===== src/rtl/alu_op_sequencer.sv =====
// alu_op_sequencer
//   Multi-cycle control sequencer for the bus datapath. It fetches an
//   instruction (T0..T2), latches opcode IR[31:27] at the T2->T3 edge, then
//   drives register-select, bus, ALU and memory strobes for each T-state.
//   Every output is registered: the state register and the output register
//   both load from the next-state decode, so outputs change on the same edge
//   as the state and never glitch.
//
// Parameters
//   MEM_TO    cycles a memory state may wait for mem_ack before FAULT (0 = forever)
//   HALT_OPC  opcode that parks the machine in HALT
//
// Configuration macro
//   MULDIV_EN  defined: opcodes 01110/01111 run the mul/div sequence (LO then HI)
//              undefined: those opcodes behave as nop; Zhighout/HIin/LOin stay 0
//
// Ports
//   clock                       in   system clock, rising edge
//   clear                       in   asynchronous active-low reset
//   IR[31:0]                    in   instruction register, opcode = IR[31:27]
//   mem_ack                     in   pending Read/Write completes this cycle
//   ALU_ctl[4:0]                out  ALU operation code
//   IncPC                       out  ALU computes PC+1
//   PCout,PCin,MARin,MDRin,MDRout,IRin   out  datapath strobes
//   Gra,Grb,Grc,Rin,Rout,BAout,Cout      out  register-select / bus strobes
//   Yin,Zin,Zlowout,Zhighout,HIin,LOin   out  ALU operand / result strobes
//   Read,Write                  out  memory requests
//   run                         out  high while sequencing T0..T7
//   fault                       out  high in FAULT (memory timeout) until clear
module alu_op_sequencer #(
  parameter int          MEM_TO   = 16,
  parameter logic [4:0]  HALT_OPC = 5'b11011
) (
  input  logic        clock,
  input  logic        clear,
  input  logic [31:0] IR,
  input  logic        mem_ack,
  output logic [4:0]  ALU_ctl,
  output logic        IncPC,
  output logic        PCout, PCin, MARin, MDRin, MDRout, IRin,
  output logic        Gra, Grb, Grc, Rin, Rout, BAout, Cout,
  output logic        Yin, Zin, Zlowout, Zhighout, HIin, LOin,
  output logic        Read, Write,
  output logic        run,
  output logic        fault
);

`ifdef MULDIV_EN
  localparam bit MD_ON = 1'b1;
`else
  localparam bit MD_ON = 1'b0;
`endif

  localparam int         CW       = $clog2(MEM_TO + 2);
  localparam logic [4:0] ALU_PASS = 5'b00011;

  typedef enum logic [3:0] {
    S_RST, S_T0, S_T1, S_T2, S_T3, S_T4, S_T5, S_T6, S_T7, S_HALT, S_FAULT
  } state_t;

  typedef struct packed {
    logic       IncPC, PCout, PCin, MARin, MDRin, MDRout, IRin;
    logic       Gra, Grb, Grc, Rin, Rout, BAout, Cout;
    logic       Yin, Zin, Zlowout, Zhighout, HIin, LOin;
    logic       Read, Write;
    logic [4:0] alu;
    logic       run, fault;
  } ctl_t;

  state_t          r_state;
  logic [4:0]      r_opc;
  logic [CW-1:0]   r_wait;
  ctl_t            r_out;

  state_t          w_nxt;
  state_t          w_adv;
  logic [4:0]      w_opc;
  logic            w_tmo;
  logic            w_unused_ir;

  // Only the opcode field is decoded here; the operand fields go to the datapath.
  assign w_unused_ir = ^IR[26:0];

  function automatic logic is_ld(input logic [4:0] o);  return o == 5'b00000; endfunction
  function automatic logic is_ldi(input logic [4:0] o); return o == 5'b00001; endfunction
  function automatic logic is_st(input logic [4:0] o);  return o == 5'b00010; endfunction
  function automatic logic is_rr(input logic [4:0] o);
    return (o >= 5'b00011) && (o <= 5'b01010);
  endfunction
  function automatic logic is_imm(input logic [4:0] o);
    return (o >= 5'b01011) && (o <= 5'b01101);
  endfunction
  function automatic logic is_md(input logic [4:0] o);
    return MD_ON && ((o == 5'b01110) || (o == 5'b01111));
  endfunction
  function automatic logic is_nn(input logic [4:0] o);
    return (o == 5'b10000) || (o == 5'b10001);
  endfunction
  function automatic logic is_valid(input logic [4:0] o);
    return is_ld(o) || is_ldi(o) || is_st(o) || is_rr(o) || is_imm(o) || is_md(o) || is_nn(o);
  endfunction

  // States that issue Read or Write and therefore wait on mem_ack.
  function automatic logic is_mem(input state_t st, input logic [4:0] o);
    return (st == S_T1) || (st == S_T6 && is_ld(o)) || (st == S_T7 && is_st(o));
  endfunction

  function automatic ctl_t decode(input state_t st, input logic [4:0] o);
    ctl_t c;
    c       = '0;
    c.alu   = ALU_PASS;
    c.run   = (st >= S_T0) && (st <= S_T7);
    c.fault = (st == S_FAULT);
    case (st)
      S_RST: c.alu = '0;
      S_T0: begin c.PCout = 1'b1; c.MARin = 1'b1; c.IncPC = 1'b1; c.Zin = 1'b1; end
      S_T1: begin c.Zlowout = 1'b1; c.PCin = 1'b1; c.Read = 1'b1; c.MDRin = 1'b1; end
      S_T2: begin c.MDRout = 1'b1; c.IRin = 1'b1; end
      S_T3: begin
        c.Yin = 1'b1;
        if (is_md(o)) begin c.Gra = 1'b1; c.Rout = 1'b1; end
        else if (is_ld(o) || is_ldi(o) || is_st(o)) begin c.Grb = 1'b1; c.BAout = 1'b1; end
        else begin c.Grb = 1'b1; c.Rout = 1'b1; end
      end
      S_T4: begin
        c.Zin = 1'b1;
        if (is_ld(o) || is_ldi(o) || is_st(o)) begin
          c.Cout = 1'b1;
        end else begin
          c.alu = o;
          if (is_rr(o))       begin c.Grc = 1'b1; c.Rout = 1'b1; end
          else if (is_imm(o)) c.Cout = 1'b1;
          else if (is_md(o))  begin c.Grb = 1'b1; c.Rout = 1'b1; end
        end
      end
      S_T5: begin
        c.Zlowout = 1'b1;
        if (is_md(o))                   c.LOin = 1'b1;
        else if (is_ld(o) || is_st(o))  c.MARin = 1'b1;
        else begin c.Gra = 1'b1; c.Rin = 1'b1; end
      end
      S_T6: begin
        if (is_md(o))      begin c.Zhighout = 1'b1; c.HIin = 1'b1; end
        else if (is_ld(o)) begin c.Read = 1'b1; c.MDRin = 1'b1; end
        else if (is_st(o)) begin c.Gra = 1'b1; c.Rout = 1'b1; c.MDRin = 1'b1; end
      end
      S_T7: begin
        if (is_ld(o))      begin c.MDRout = 1'b1; c.Gra = 1'b1; c.Rin = 1'b1; end
        else if (is_st(o)) c.Write = 1'b1;
      end
      default: ;
    endcase
    return c;
  endfunction

  assign w_tmo = (MEM_TO != 0) && (int'(r_wait) == MEM_TO - 1);

  always_comb begin
    w_opc = r_opc;
    w_adv = r_state;
    case (r_state)
      S_RST: w_adv = S_T0;
      S_T0:  w_adv = S_T1;
      S_T1:  w_adv = S_T2;
      S_T2: begin
        w_opc = IR[31:27];
        if (IR[31:27] == HALT_OPC)   w_adv = S_HALT;
        else if (is_valid(IR[31:27])) w_adv = S_T3;
        else                          w_adv = S_T0;
      end
      S_T3:  w_adv = S_T4;
      S_T4:  w_adv = S_T5;
      S_T5:  w_adv = (is_ld(r_opc) || is_st(r_opc) || is_md(r_opc)) ? S_T6 : S_T0;
      S_T6:  w_adv = is_md(r_opc) ? S_T0 : S_T7;
      S_T7:  w_adv = S_T0;
      default: w_adv = r_state;
    endcase
    // Memory states hold their strobes until acknowledged; ack wins over timeout.
    w_nxt = w_adv;
    if (is_mem(r_state, r_opc) && !mem_ack)
      w_nxt = w_tmo ? S_FAULT : r_state;
  end

  always_ff @(posedge clock or negedge clear) begin
    if (!clear) begin
      r_state <= S_RST;
      r_opc   <= '0;
      r_wait  <= '0;
      r_out   <= '0;
    end else begin
      r_state <= w_nxt;
      r_opc   <= w_opc;
      // Restarts on every state change, so each memory state gets a fresh budget.
      r_wait  <= (w_nxt == r_state) ? r_wait + 1'b1 : '0;
      r_out   <= decode(w_nxt, w_opc);
    end
  end

  assign ALU_ctl  = r_out.alu;
  assign IncPC    = r_out.IncPC;
  assign PCout    = r_out.PCout;
  assign PCin     = r_out.PCin;
  assign MARin    = r_out.MARin;
  assign MDRin    = r_out.MDRin;
  assign MDRout   = r_out.MDRout;
  assign IRin     = r_out.IRin;
  assign Gra      = r_out.Gra;
  assign Grb      = r_out.Grb;
  assign Grc      = r_out.Grc;
  assign Rin      = r_out.Rin;
  assign Rout     = r_out.Rout;
  assign BAout    = r_out.BAout;
  assign Cout     = r_out.Cout;
  assign Yin      = r_out.Yin;
  assign Zin      = r_out.Zin;
  assign Zlowout  = r_out.Zlowout;
  assign Zhighout = r_out.Zhighout;
  assign HIin     = r_out.HIin;
  assign LOin     = r_out.LOin;
  assign Read     = r_out.Read;
  assign Write    = r_out.Write;
  assign run      = r_out.run;
  assign fault    = r_out.fault;

endmodule


===== config.mk =====
export PLATFORM = sky130hd
export DESIGN_NAME = alu_op_sequencer
export DESIGN_NICKNAME = d
export VERILOG_FILES = /design/src/rtl/alu_op_sequencer.sv
export SDC_FILE = /design/constraint.sdc
export NUM_CORES = 1
export LEC_CHECK = 0
export ABC_AREA = 1
export CAP_MARGIN = 5
export CORE_ASPECT_RATIO = 0.9
export CORE_MARGIN = 2
export CORE_UTILIZATION = 35
export CTS_CLUSTER_SIZE = 10
export DETAILED_ROUTE_END_ITERATION = 12
export PLACE_DENSITY_LB_ADDON = 0.2
export SETUP_SLACK_MARGIN = 0.5
export SLEW_MARGIN = 5
export SYNTH_ARGS = -nofsm -noshare
export SYNTH_HDL_FRONTEND = slang
export SYNTH_SLANG_ARGS = --single-unit

===== constraint.sdc =====
create_clock -name clock -period 4.36 [get_ports clock]
set_input_delay 1.09 -clock clock [delete_from_list [all_inputs] [get_ports clock]]
set_output_delay 1.09 -clock clock [all_outputs]
set_load 0.005 [all_outputs]

==> impl_metrics.csv <==
group,metric,value,unit
yosys,synthSimpleGateAreaFrac,31.4,%
finish,num-fill-cells,558,
timing,hold_viol_final,0,
die,die_y,74.4,um
pwr,finalPower,612,uW
finish,nNetsFinal,310,
clock_network,clk_latency,0.28,ns
grt,track_usage,13.1,%
hold_path,hp-class,"reg2reg",
clock_network,cts_tree,"yes",
grt,grt_pass1_vias,1332,
finish,fin_util,45.1,%
yosys,synth_compound_area_share,5.39,%
die,coreArea,0.00529,sq mm
route,vias_per_cell,4.41,
finish,layout_common_cells,"53 x nand2_1, 38 x dfrtp_1, 38 x inv_1",
die,dieArea,0.00611,sq mm
critical_path,end_kind,"flip-flop",
clock_network,clk_path_buf_depth,2,
critical_path,start_kind,"input pin",
route,routedWlPerCell,10.4,um
yosys,synth.top_cell.area_share,49.4,%
pwr,powerDensity,257,mW/mm^2
timing,finalSetupViolations,0,
yosys,synthTopCellsByArea,"dfrtp_1 49%, nand2_1 10%, inv_1 7.4%",
pwr,pwr-share-clk,39.1,%
yosys,synth-seq-area-share,49.4,%
timing,slew_headroom,45.5,%
timing,finalMaxSlewViolations,0,
finish,drive_gt1_share,14.2,%
yosys,synth_top_family_by_area,"simple AND/OR/NAND/NOR gates",
critical_path,critPathMaxFanout,4,
finish,diodes,0,
route,finalWirelength,3530,um
critical_path,worstSetupPathType,"in2reg",
yosys,avgSynthCellArea,8.12,sq um
yosys,synth_cell_types,30,
route,drtIter0Drc,36,
die,start_util,36.4,%
timing,fmax,392,MHz
clock_network,holdBufCountCts,0,
die,die_w,82.2,um
grt,grt_pass1_wl,6050,um
pwr,swShare,20.5,%
yosys,yosys.area_share.xor_xnor,0.910,%
die,rows,25,
yosys,synthMuxAreaShare,0,%
pwr,p_switching,125,uW
route,vias,1503,
pwr,p_leak,0.00126,uW
clock_network,cts_sinks,38,
grt,overflow,0,
critical_path,worstPathRequired,4.52,ns
timing,skew,0.00441,ns
die,io_pins,64,
clock_network,postCtsSetupBuffers,0,
place,io_buffers,33,
timing,hold_ws,0.462,ns
job,max_cap_violations,0,
clock_network,clockRootBuffer,"clkbuf_8",
pwr,p_int,487,uW
grt,antenna_found_initial,0,
timing,max_slew.worst_pin.slew,0.817,ns
finish,final_common_cell,"nand2_1",
yosys,synthAdderAreaFrac,1.30,%
place,dp_hpwl,2760,um
route,antenna_left,0,
place,gp_congestion,0.824,
yosys,synthCells,237,
yosys,syn-cell-area,0.00193,sq mm
critical_path,cp.arrival,2.72,ns
finish,syn_to_final_growth,23.8,%
clock_network,cts_resized,0,
clock_network,htreeDepth,2,
yosys,synth-seq-cells,38,
timing,period_minus_slack,2.55,ns
clock_network,clk_pin_slew_worst_paths,0.07,ns
clock_network,cts-buffers-inserted,5,
route,drc,0,
pwr,peakVddDrop,0.131,mV
route,first_pass_iters,4,
outcome,status,"completed",
timing,setup_tns,0,ns
pwr,combinationalPowerShare,3.3,%
yosys,ys_warn_count,0,
timing,rsz0062_at_grt,"false",
grt,grt_max_degree,39,
timing,period_share,58.6,%
yosys,synth.largest_area_cell,"dfrtp_1",
pwr,seqPwrFrac,57.6,%
## per-layer routing
layer,vias up,wire length (um),GRT usage (%)
met5,-,0,0
met4,0,65,7.22
met3,5,132,1.82
met2,32,1580,20.3
met1,676,1750,17.7
li1,790,-,-
## layout make-up
cell class                 count  area [sq um]  share of cell area, %
inverter                      45           171                   7.19
tap                           67          83.8                   3.52
timing repair buffer          33           325                   13.6
clock buffer                   7          86.3                   3.62
multi-input combinational    150           762                   32.0
sequential                    38           951                   39.9
clock inverter                 1          5.00                  0.210
## worst paths after layout
kind                                      from              endpoint  slack, ns  cells past startpoint
max in group asynchronous                clear     Zlowout$_DFF_PN0_       2.95                      1
max                                     IR[30]        Rout$_DFF_PN0_       1.81                     14
min                        r_wait[0]$_DFF_PN0_   r_wait[0]$_DFF_PN0_       0.46                      1
min in group asynchronous                clear  r_state[3]$_DFF_PN0_       0.90                      1
min reg2reg                r_wait[0]$_DFF_PN0_   r_wait[0]$_DFF_PN0_       0.46                      1
max reg2reg                r_wait[0]$_DFF_PN0_        Rout$_DFF_PN0_       2.41                     10
## power groups by stage
stage	Clock, uW	Combinational, uW	Sequential (uW)
3_5_place_dp	0	21.0	359
4_1_cts	249	21.0	352
5_1_grt	267	23.4	352
2_1_floorplan	0	7.43	359
6_report	239	20.2	352
3_3_place_gp	0	20.8	359
## logic make-up (layout without fill, tap and decap cells)
group | after synthesis | in the layout
AO/OA/AOI/OAI | 15 | 15
XOR/XNOR | 2 | 2
adder cells (fa/ha/maj) | 2 | 2
buffers and inverters | 51 | 86
flip-flops | 38 | 38
other | 1 | 3
AND/OR/NAND/NOR | 128 | 128
## critical path: stages
cell             delay (ns)
clkdlybuf4s50_1        0.56
inv_1                  0.06
nand2_1                0.06
nand2_1                0.04
nand2_1                0.08
nand2_1                0.06
nand2_1                0.11
nand3_1                0.10
nand2_2                0.11
nand2_2                0.09
nand2_1                0.12
inv_1                  0.07
nand3_1                0.09
nand3_1                0.07
## cells in the mapped netlist
cell type  instances
a21oi_1            3
and3_1             1
buf_4              5
buf_6              1
clkinv_1           1
conb_1             1
dfrtp_1           38
ha_1               2
inv_1             38
inv_2              5
inv_4              1
nand2_1           53
nand2_2           10
nand2_4            2
nand3_1           19
nand3_2            3
nand3b_1           1
nand4_1            2
nor2_1            30
nor2_2             3
nor2_4             1
nor3_1             2
nor3_4             1
o2111ai_1          1
o21a_1             2
o21ai_0            3
o21ai_2            5
o22ai_1            1
xnor2_1            1
xor2_1             1
## flip-flops by register name (all words and copies together) (netlist names), 4 cells and up
| signal | cells |
|---|---|
| ALU_ctl | 5 |
| r_state | 4 |
| r_opc | 5 |
| r_wait | 5 |
## through the flow
step	instance area [sq um]	std cells	setup slack, ns
2_1_floorplan	1930	239	2.30
3_3_place_gp	2290	333	1.52
3_5_place_dp	2290	333	1.48
4_1_cts	2380	341	1.77
5_1_grt	2380	341	1.58
6_report	2380	341	1.81
Power figures use the tool's default switching activity.
